$ cat src/rtl/dlx_pkg.sv
// Purpose : shared DLX constants, opcodes and fetch-stage types.
// Latency : n/a (package only).
// Backpressure: n/a.
package dlx_pkg;

  localparam logic [31:0] NOP_INSN         = 32'h0000_0000;
  localparam logic [31:0] RESET_PC_DEFAULT = 32'h0000_0000;

  // Opcodes produced/consumed by the decode-stage jump/branch resolver.
  localparam logic [5:0] OP_J    = 6'h02;
  localparam logic [5:0] OP_JAL  = 6'h03;
  localparam logic [5:0] OP_BEQZ = 6'h04;
  localparam logic [5:0] OP_BNEZ = 6'h05;
  localparam logic [5:0] OP_JR   = 6'h12;

  typedef enum logic {
    REQ  = 1'b0,
    HOLD = 1'b1
  } fetch_state_e;

  // Instruction word paired with its fall-through PC.
  typedef struct packed {
    logic [31:0] insn;
    logic [31:0] pc4;
  } fetch_word_t;

  typedef struct packed {
    logic        valid;
    logic [31:0] insn;
    logic [31:0] pc4;
  } if_id_t;

endpackage

$ cat src/rtl/dlx_fetch_stage_if.sv
// Purpose : instruction-memory request/response bundle.
// Ports   : imem_req/imem_addr (fetch -> mem), imem_ready/imem_rdata (mem -> fetch).
// Backpressure: single outstanding request; imem_addr held until imem_ready.
interface dlx_fetch_stage_if;
  logic        imem_req;
  logic [31:0] imem_addr;
  logic        imem_ready;
  logic [31:0] imem_rdata;

  modport master (output imem_req, output imem_addr,
                  input  imem_ready, input imem_rdata);
  modport slave  (input  imem_req, input imem_addr,
                  output imem_ready, output imem_rdata);
endinterface

$ cat src/rtl/fetch_hold_buf.sv
// Purpose : 1-entry 64-bit skid buffer parking a fetched word while decode stalls.
// Latency : load visible on data_o/valid_o one edge after load_i.
// Backpressure: none internally; clear_i wins over load_i.
// Ports   : clk, reset, load_i, clear_i, data_i[63:0], data_o[63:0], valid_o.
module fetch_hold_buf (
  input  logic        clk,
  input  logic        reset,
  input  logic        load_i,
  input  logic        clear_i,
  input  logic [63:0] data_i,
  output logic [63:0] data_o,
  output logic        valid_o
);

  logic        valid_q;
  logic [63:0] data_q;

  always_ff @(posedge clk) begin
    if (reset) begin
      valid_q <= 1'b0;
      data_q  <= '0;
    end else if (clear_i) begin
      valid_q <= 1'b0;
    end else if (load_i) begin
      valid_q <= 1'b1;
      data_q  <= data_i;
    end
  end

  assign data_o  = data_q;
  assign valid_o = valid_q;

endmodule

$ cat src/rtl/dlx_fetch_stage.sv
// Purpose : DLX instruction fetch: PC, single-outstanding imem request, IF/ID register.
// Latency : IF/ID loads 1 edge after imem_ready; 1 bubble per taken redirect.
// Backpressure: stall parks one word in the hold buffer and stops requesting.
// Ports   : clk, reset, imem (master modport), redirect_i, redirect_pc_i, stall_i,
//           if_id_valid_o, if_id_instruction_o, if_id_pc_plus_four_o.
module dlx_fetch_stage
  import dlx_pkg::*;
#(
  parameter logic [31:0] RESET_PC = RESET_PC_DEFAULT
) (
  input  logic                      clk,
  input  logic                      reset,
  dlx_fetch_stage_if.master         imem,
  input  logic                      redirect_i,
  input  logic [31:0]               redirect_pc_i,
  input  logic                      stall_i,
  output logic                      if_id_valid_o,
  output logic [31:0]               if_id_instruction_o,
  output logic [31:0]               if_id_pc_plus_four_o
);

  fetch_state_e state_q, state_d;
  logic [31:0]  pc_q, pc_d;
  logic [31:0]  req_addr_q, req_addr_d;
  logic         drop_q, drop_d;
  logic         req_q;
  if_id_t       ifid_q, ifid_d;

  logic         hold_load, hold_clear, hold_vld;
  fetch_word_t  hold_word, hold_in;

  logic         fire;
  logic [31:0]  target;
  logic [31:0]  seq_pc;

  // req_q is a register so imem_req never depends combinationally on redirect/stall.
  assign fire   = req_q & imem.imem_ready;
  assign target = redirect_pc_i & ~32'h3;
  assign seq_pc = req_addr_q + 32'd4;

  assign hold_in.insn = imem.imem_rdata;
  assign hold_in.pc4  = seq_pc;

  fetch_hold_buf u_hold (
    .clk     (clk),
    .reset   (reset),
    .load_i  (hold_load),
    .clear_i (hold_clear),
    .data_i  (hold_in),
    .data_o  (hold_word),
    .valid_o (hold_vld)
  );

  always_comb begin
    state_d    = state_q;
    pc_d       = pc_q;
    req_addr_d = req_addr_q;
    drop_d     = drop_q;
    ifid_d     = ifid_q;
    hold_load  = 1'b0;
    hold_clear = 1'b0;

    if (redirect_i) begin
      ifid_d     = '{valid: 1'b0, insn: NOP_INSN, pc4: target};
      pc_d       = target;
      hold_clear = 1'b1;
      state_d    = REQ;
      // An unanswered request is still in flight: keep its address stable and
      // throw its data away when it finally returns.
      if (state_q == REQ && req_q && !imem.imem_ready) begin
        drop_d = 1'b1;
      end else begin
        req_addr_d = target;
        drop_d     = 1'b0;
      end
    end else begin
      case (state_q)
        REQ: begin
          if (fire) begin
            if (drop_q) begin
              drop_d     = 1'b0;
              req_addr_d = pc_q;
            end else if (!stall_i || !ifid_q.valid) begin
              ifid_d     = '{valid: 1'b1, insn: imem.imem_rdata, pc4: seq_pc};
              pc_d       = seq_pc;
              req_addr_d = seq_pc;
            end else begin
              hold_load = 1'b1;
              pc_d      = seq_pc;
              state_d   = HOLD;
            end
          end
        end
        HOLD: begin
          if (!stall_i && hold_vld) begin
            ifid_d     = '{valid: 1'b1, insn: hold_word.insn, pc4: hold_word.pc4};
            req_addr_d = pc_q;
            hold_clear = 1'b1;
            state_d    = REQ;
          end
        end
        default: state_d = REQ;
      endcase
    end
  end

  always_ff @(posedge clk) begin
    if (reset) begin
      state_q    <= REQ;
      pc_q       <= RESET_PC;
      req_addr_q <= RESET_PC;
      drop_q     <= 1'b0;
      req_q      <= 1'b0;
      ifid_q     <= '{valid: 1'b0, insn: NOP_INSN, pc4: RESET_PC + 32'd4};
    end else begin
      state_q    <= state_d;
      pc_q       <= pc_d;
      req_addr_q <= req_addr_d;
      drop_q     <= drop_d;
      req_q      <= (state_d == REQ);
      ifid_q     <= ifid_d;
    end
  end

  assign imem.imem_req        = req_q;
  assign imem.imem_addr       = req_addr_q;
  assign if_id_valid_o        = ifid_q.valid;
  assign if_id_instruction_o  = ifid_q.insn;
  assign if_id_pc_plus_four_o = ifid_q.pc4;

endmodule
$ cat src/flat_wrapper.sv
// flat-port wrapper written by rule: the top's interface ports become plain ports
module dlx_fetch_stage_flat import dlx_pkg::*;
#(
  parameter logic [31:0] RESET_PC = RESET_PC_DEFAULT
)
  (clk, reset, redirect_i, redirect_pc_i, stall_i, if_id_valid_o, if_id_instruction_o, if_id_pc_plus_four_o, imem_imem_req, imem_imem_addr, imem_imem_ready, imem_imem_rdata);
  dlx_fetch_stage_if imem_i ();
  input  logic clk;
  input  logic reset;
  input  logic redirect_i;
  input  logic [31:0] redirect_pc_i;
  input  logic stall_i;
  output logic if_id_valid_o;
  output logic [31:0] if_id_instruction_o;
  output logic [31:0] if_id_pc_plus_four_o;
  output wire logic [$bits(imem_i.imem_req)-1:0] imem_imem_req;
  output wire logic [$bits(imem_i.imem_addr)-1:0] imem_imem_addr;
  input wire logic [$bits(imem_i.imem_ready)-1:0] imem_imem_ready;
  input wire logic [$bits(imem_i.imem_rdata)-1:0] imem_imem_rdata;
  assign imem_imem_req = imem_i.imem_req;
  assign imem_imem_addr = imem_i.imem_addr;
  assign imem_i.imem_ready = imem_imem_ready;
  assign imem_i.imem_rdata = imem_imem_rdata;
  dlx_fetch_stage #(.RESET_PC(RESET_PC)) u_core (.clk(clk), .reset(reset), .imem(imem_i), .redirect_i(redirect_i), .redirect_pc_i(redirect_pc_i), .stall_i(stall_i), .if_id_valid_o(if_id_valid_o), .if_id_instruction_o(if_id_instruction_o), .if_id_pc_plus_four_o(if_id_pc_plus_four_o));
endmodule
$ cat config.mk
export PLATFORM = sky130hd
export DESIGN_NAME = dlx_fetch_stage_flat
export DESIGN_NICKNAME = d
export VERILOG_FILES = /design/src/rtl/dlx_pkg.sv /design/src/rtl/dlx_fetch_stage_if.sv /design/src/rtl/fetch_hold_buf.sv /design/src/rtl/dlx_fetch_stage.sv /design/src/flat_wrapper.sv
export SDC_FILE = /design/constraint.sdc
export NUM_CORES = 1
export LEC_CHECK = 0
export CAP_MARGIN = 20
export CORE_AREA = 10 10 156 158
export DETAILED_ROUTE_END_ITERATION = 8
export DIE_AREA = 0 0 166 168
export GPL_ROUTABILITY_DRIVEN = 0
export PLACE_DENSITY_LB_ADDON = 0.3
export SLEW_MARGIN = 20
export SYNTH_ARGS = -nofsm -noshare
export SYNTH_HDL_FRONTEND = slang
export SYNTH_SLANG_ARGS = --single-unit
$ cat constraint.sdc
create_clock -name clk -period 2.85 [get_ports clk]
set_input_delay 0.57 -clock clk [delete_from_list [all_inputs] [get_ports clk]]
set_output_delay 0.57 -clock clk [all_outputs]
set_load 0.01 [all_outputs]
==> impl_metrics.yaml <==
outcome:
  status: "finished, final reports clean"
cts:
  max-clock-path-buffers: 2
  postCtsResizedCells: 0
  clk_pin_slew_worst_paths_ns: 0.09
  cts.hold.buffers_added: 0
  numCtsBuffers: 17
  clk-insertion-delay-late_ns: 0.44
  cts_tree: "done"
  cts_max_level: 4
  post_cts_buffers: 0
  clock_sinks: 197
  root_buffer: "clkbuf_16"
die:
  boundaryPins: 167
  die_h_um: 168
  die_x_um: 166
  fp.dieArea_um2: 27900
  core_um2: 21400
  start_util_pct: 43.1
  fp-row-count: 54
route:
  drt_iter0_markers: 1082
  viasPerCell: 5.95
  wl_per_cell_um: 19.9
  drt-total-wl_mm: 30.9
  drc_errors: 0
  first_pass_iters: 9
  drtAntennaViolNets: 0
  vias: 9235
layout:
  finalInstanceArea_um2: 11900
  final_cell_mix: "196 x dfxtp_1, 162 x clkdlybuf4s50_1, 143 x nor2_1"
  syn_to_final_growth_pct: 28.8
  num-fill-cells: 1932
  final_cells: 1551
  drive_above_1_share_pct: 8.58
  final_common_cell: "dfxtp_1"
  num-nets-final: 1328
  diodes: 0
critical_path:
  setup.worst_path.start_class: "input pin"
  rrSetupSlack_ns: 0.44
  crit_arrival_ns: 2.82
  crit_required_ns: 3.21
  critPathCaptureType: "register"
  cp_common_cell: "buf_4"
  critical_path_depth: 7
  slowest_stage: "buf_4"
  r2r-start: "u_core.imem.imem_addr[5]"
  setup.worst_path.class: "input pin to register"
  r2r-end: "u_core.if_id_pc_plus_four_o[23]"
  startpoint: "imem_imem_ready"
  critPathCapture: "u_core.if_id_instruction_o[8]"
  cpLargestDelayFamily: "buffers and inverters"
  reg2reg_depth: 5
  cpPeakStageDelay_ns: 0.53
  crit_buf_inv: 3
  crit_chain: "clkdlybuf4s50_1 -> nor4bb_1 -> o21a_2 -> buf_4 -> buf_4 -> nor2_1 -> a211oi_1"
  crit_fanout: 55
global_routing:
  grt_pass1_wl_mm: 49.1
  grt_max_degree: 56
  gr-total-overflow: 0
  antenna_found_initial: 0
  grt_pass1_vias: 8739
  grt_use_total_pct: 21.3
place:
  port_buffers: 164
  placed_area_um2: 11300
  dpl_worst_slack_ns: -0.0719
  placed_cells: 1519
  dp_hpwl_mm: 21.2
timing:
  setup_viol: 0
  tightest_slew_ns: 1.10
  fin_skew_ns: 0.0136
  slew_viol_final: 0
  worst_slack_ns: 0.389
  grt_setup_unrepaired: "no"
  max_freq_mhz: 406
  fin_crit_sh_pct: 86.4
  finalHoldViolCount: 0
  fin_setup_tns_ns: 0
  relSlewSlack_pct: 26.5
  period_needed_ns: 2.46
yosys:
  synthesis.nets: 1192
  syn-mean-instance-area_um2: 8.23
  ys_ff_latch: 197
  synthesis.area_um2: 9230
  ys_types: 64
  synth_edf_count: 0
  async_reset_ff_share_pct: 0
  syn_inst: 1122
  ys_warn_count: 0
  synth_ff_type: "dfxtp_1"
  synth_seq_area_share_pct: 42.7
power_and_ir_drop:
  switching_share_pct: 29.8
  pwr-share-seq_pct: 46.0
  pwr-share-comb_pct: 14.6
  pwr-share-clk_pct: 39.5
  leakage_nw: 4.06
  ir_worst_vdd_mv: 0.401
  internal_power_mw: 4.53
  p_sw_mw: 1.93
  power_per_cell_area_nw_per_um2: 543
  power.total_mw: 6.45
run:
  cap_violations: 0
min_path:
  hold_depth: 2
  holdCritPathClass: "register to register"
tightest hold or removal path, delay by kind of cell, from the launching register on:
kind               cells  cell delay, ns
AOI/OAI and AO/OA      1            0.05
DFF                    1            0.32
and+or+nand+nor        1            0.05
flip-flops by register name, summed over array words and instances, names as in the netlist:
signal / flops
u_core.imem.imem_addr: 32
u_core.state_q: 1
u_core.if_id_pc_plus_four_o: 32
u_core.if_id_instruction_o: 32
u_core.drop_q: 1
u_core.u_hold.valid_o: 1
u_core.pc_q: 32
u_core.u_hold.data_o: 64
u_core.imem.imem_req: 1
u_core.if_id_valid_o: 1
worst min-delay path by stage:
stage,start,endpoint,slack [ns]
6_report,u_core.u_hold.data_o[54],u_core.u_hold.data_o[54],0.46
5_1_grt,u_core.u_hold.data_o[43],u_core.u_hold.data_o[43],0.48
4_1_cts,u_core.u_hold.data_o[3],u_core.u_hold.data_o[3],0.46
3_5_place_dp,u_core.u_hold.data_o[50],u_core.u_hold.data_o[50],0.45
3_3_place_gp,u_core.u_hold.data_o[58],u_core.u_hold.data_o[58],0.44
2_1_floorplan,u_core.u_hold.data_o[0],u_core.u_hold.data_o[0],0.44
synth_stat cells, types with 4 or more instances:
master       n  share of area [%]
mux2i_1     41                4.4
nor4_1       8               0.54
or3_1       12               0.81
and4_1       8               0.76
buf_1        9               0.37
a31oi_1     15                1.0
a221oi_1     9               0.85
a222oi_1    21                2.3
o22ai_1      9               0.61
buf_2        8               0.43
clkbuf_1    84                3.4
dfxtp_1    197                 43
a21oi_1     92                5.0
and3_1       5               0.34
inv_1       11               0.45
nand2b_1     9               0.61
a22o_1       9               0.85
nor2_1     145                5.9
nand2_1    121                4.9
o21ai_0     42                2.3
o221ai_1     4               0.38
o32ai_1      7               0.66
buf_4        5               0.41
a2bb2oi_1    4               0.38
o211ai_1     7               0.57
a22oi_1     12               0.98
xnor2_1     15                1.4
nor2b_1      4               0.27
nand3_1     28                1.5
o31a_1       4               0.38
a311oi_1     5               0.47
a211oi_1    61                5.0
nand4_1     13               0.88
and2_1       7               0.47
a21o_1       5               0.41
xor2_1       7               0.66
o21a_1       6               0.49
nor3_1      28                1.5
o31ai_1      5               0.41
power by group through the flow:
stage,Sequential (mW),Clock (mW),Combinational [mW]
after global routing,2.98,2.69,1.02
after global placement,3.02,0,0.919
after floorplan,3.04,0,0.446
final,2.97,2.55,0.941
after CTS,2.96,2.58,0.938
after detailed placement,3.03,0,0.931
area by class of cell:
class	instances	area [µm²]	area share, %
Clock buffer	17	425	3.58
Clock inverter	15	206	1.74
Inverter	11	41.3	0.347
Multi-Input combinational cell	808	4840	40.7
Sequential cell	197	3950	33.2
Tap cell	280	350	2.94
Timing Repair Buffer	223	2090	17.6
cell families after synthesis:
group	count (synthesis)	synth area share [%]
flops	197	42.7
mux	41	4.44
fa+ha+maj	1	0.135
buf+inv	117	5.07
xor+xnor	22	2.09
simple gates	403	20.2
compound gates	341	25.3
per-layer routing:
layer	vias to the layer above	global-route usage (%)	share of wire [%]
li1	4391	-	-
met1	4373	28.1	44
met2	422	33.4	45
met3	49	5.56	8.8
met4	0	6.47	2.2
met5	-	0	0
stage by stage:
step | hold slack [ns] | utilization, %
after floorplan | 0.436 | -
after global placement | 0.441 | 52.6
after detailed placement | 0.446 | 52.6
after CTS | 0.457 | 55.5
after global routing | 0.478 | 55.5
final | 0.457 | 55.5
(Power assumes the default switching activity.)
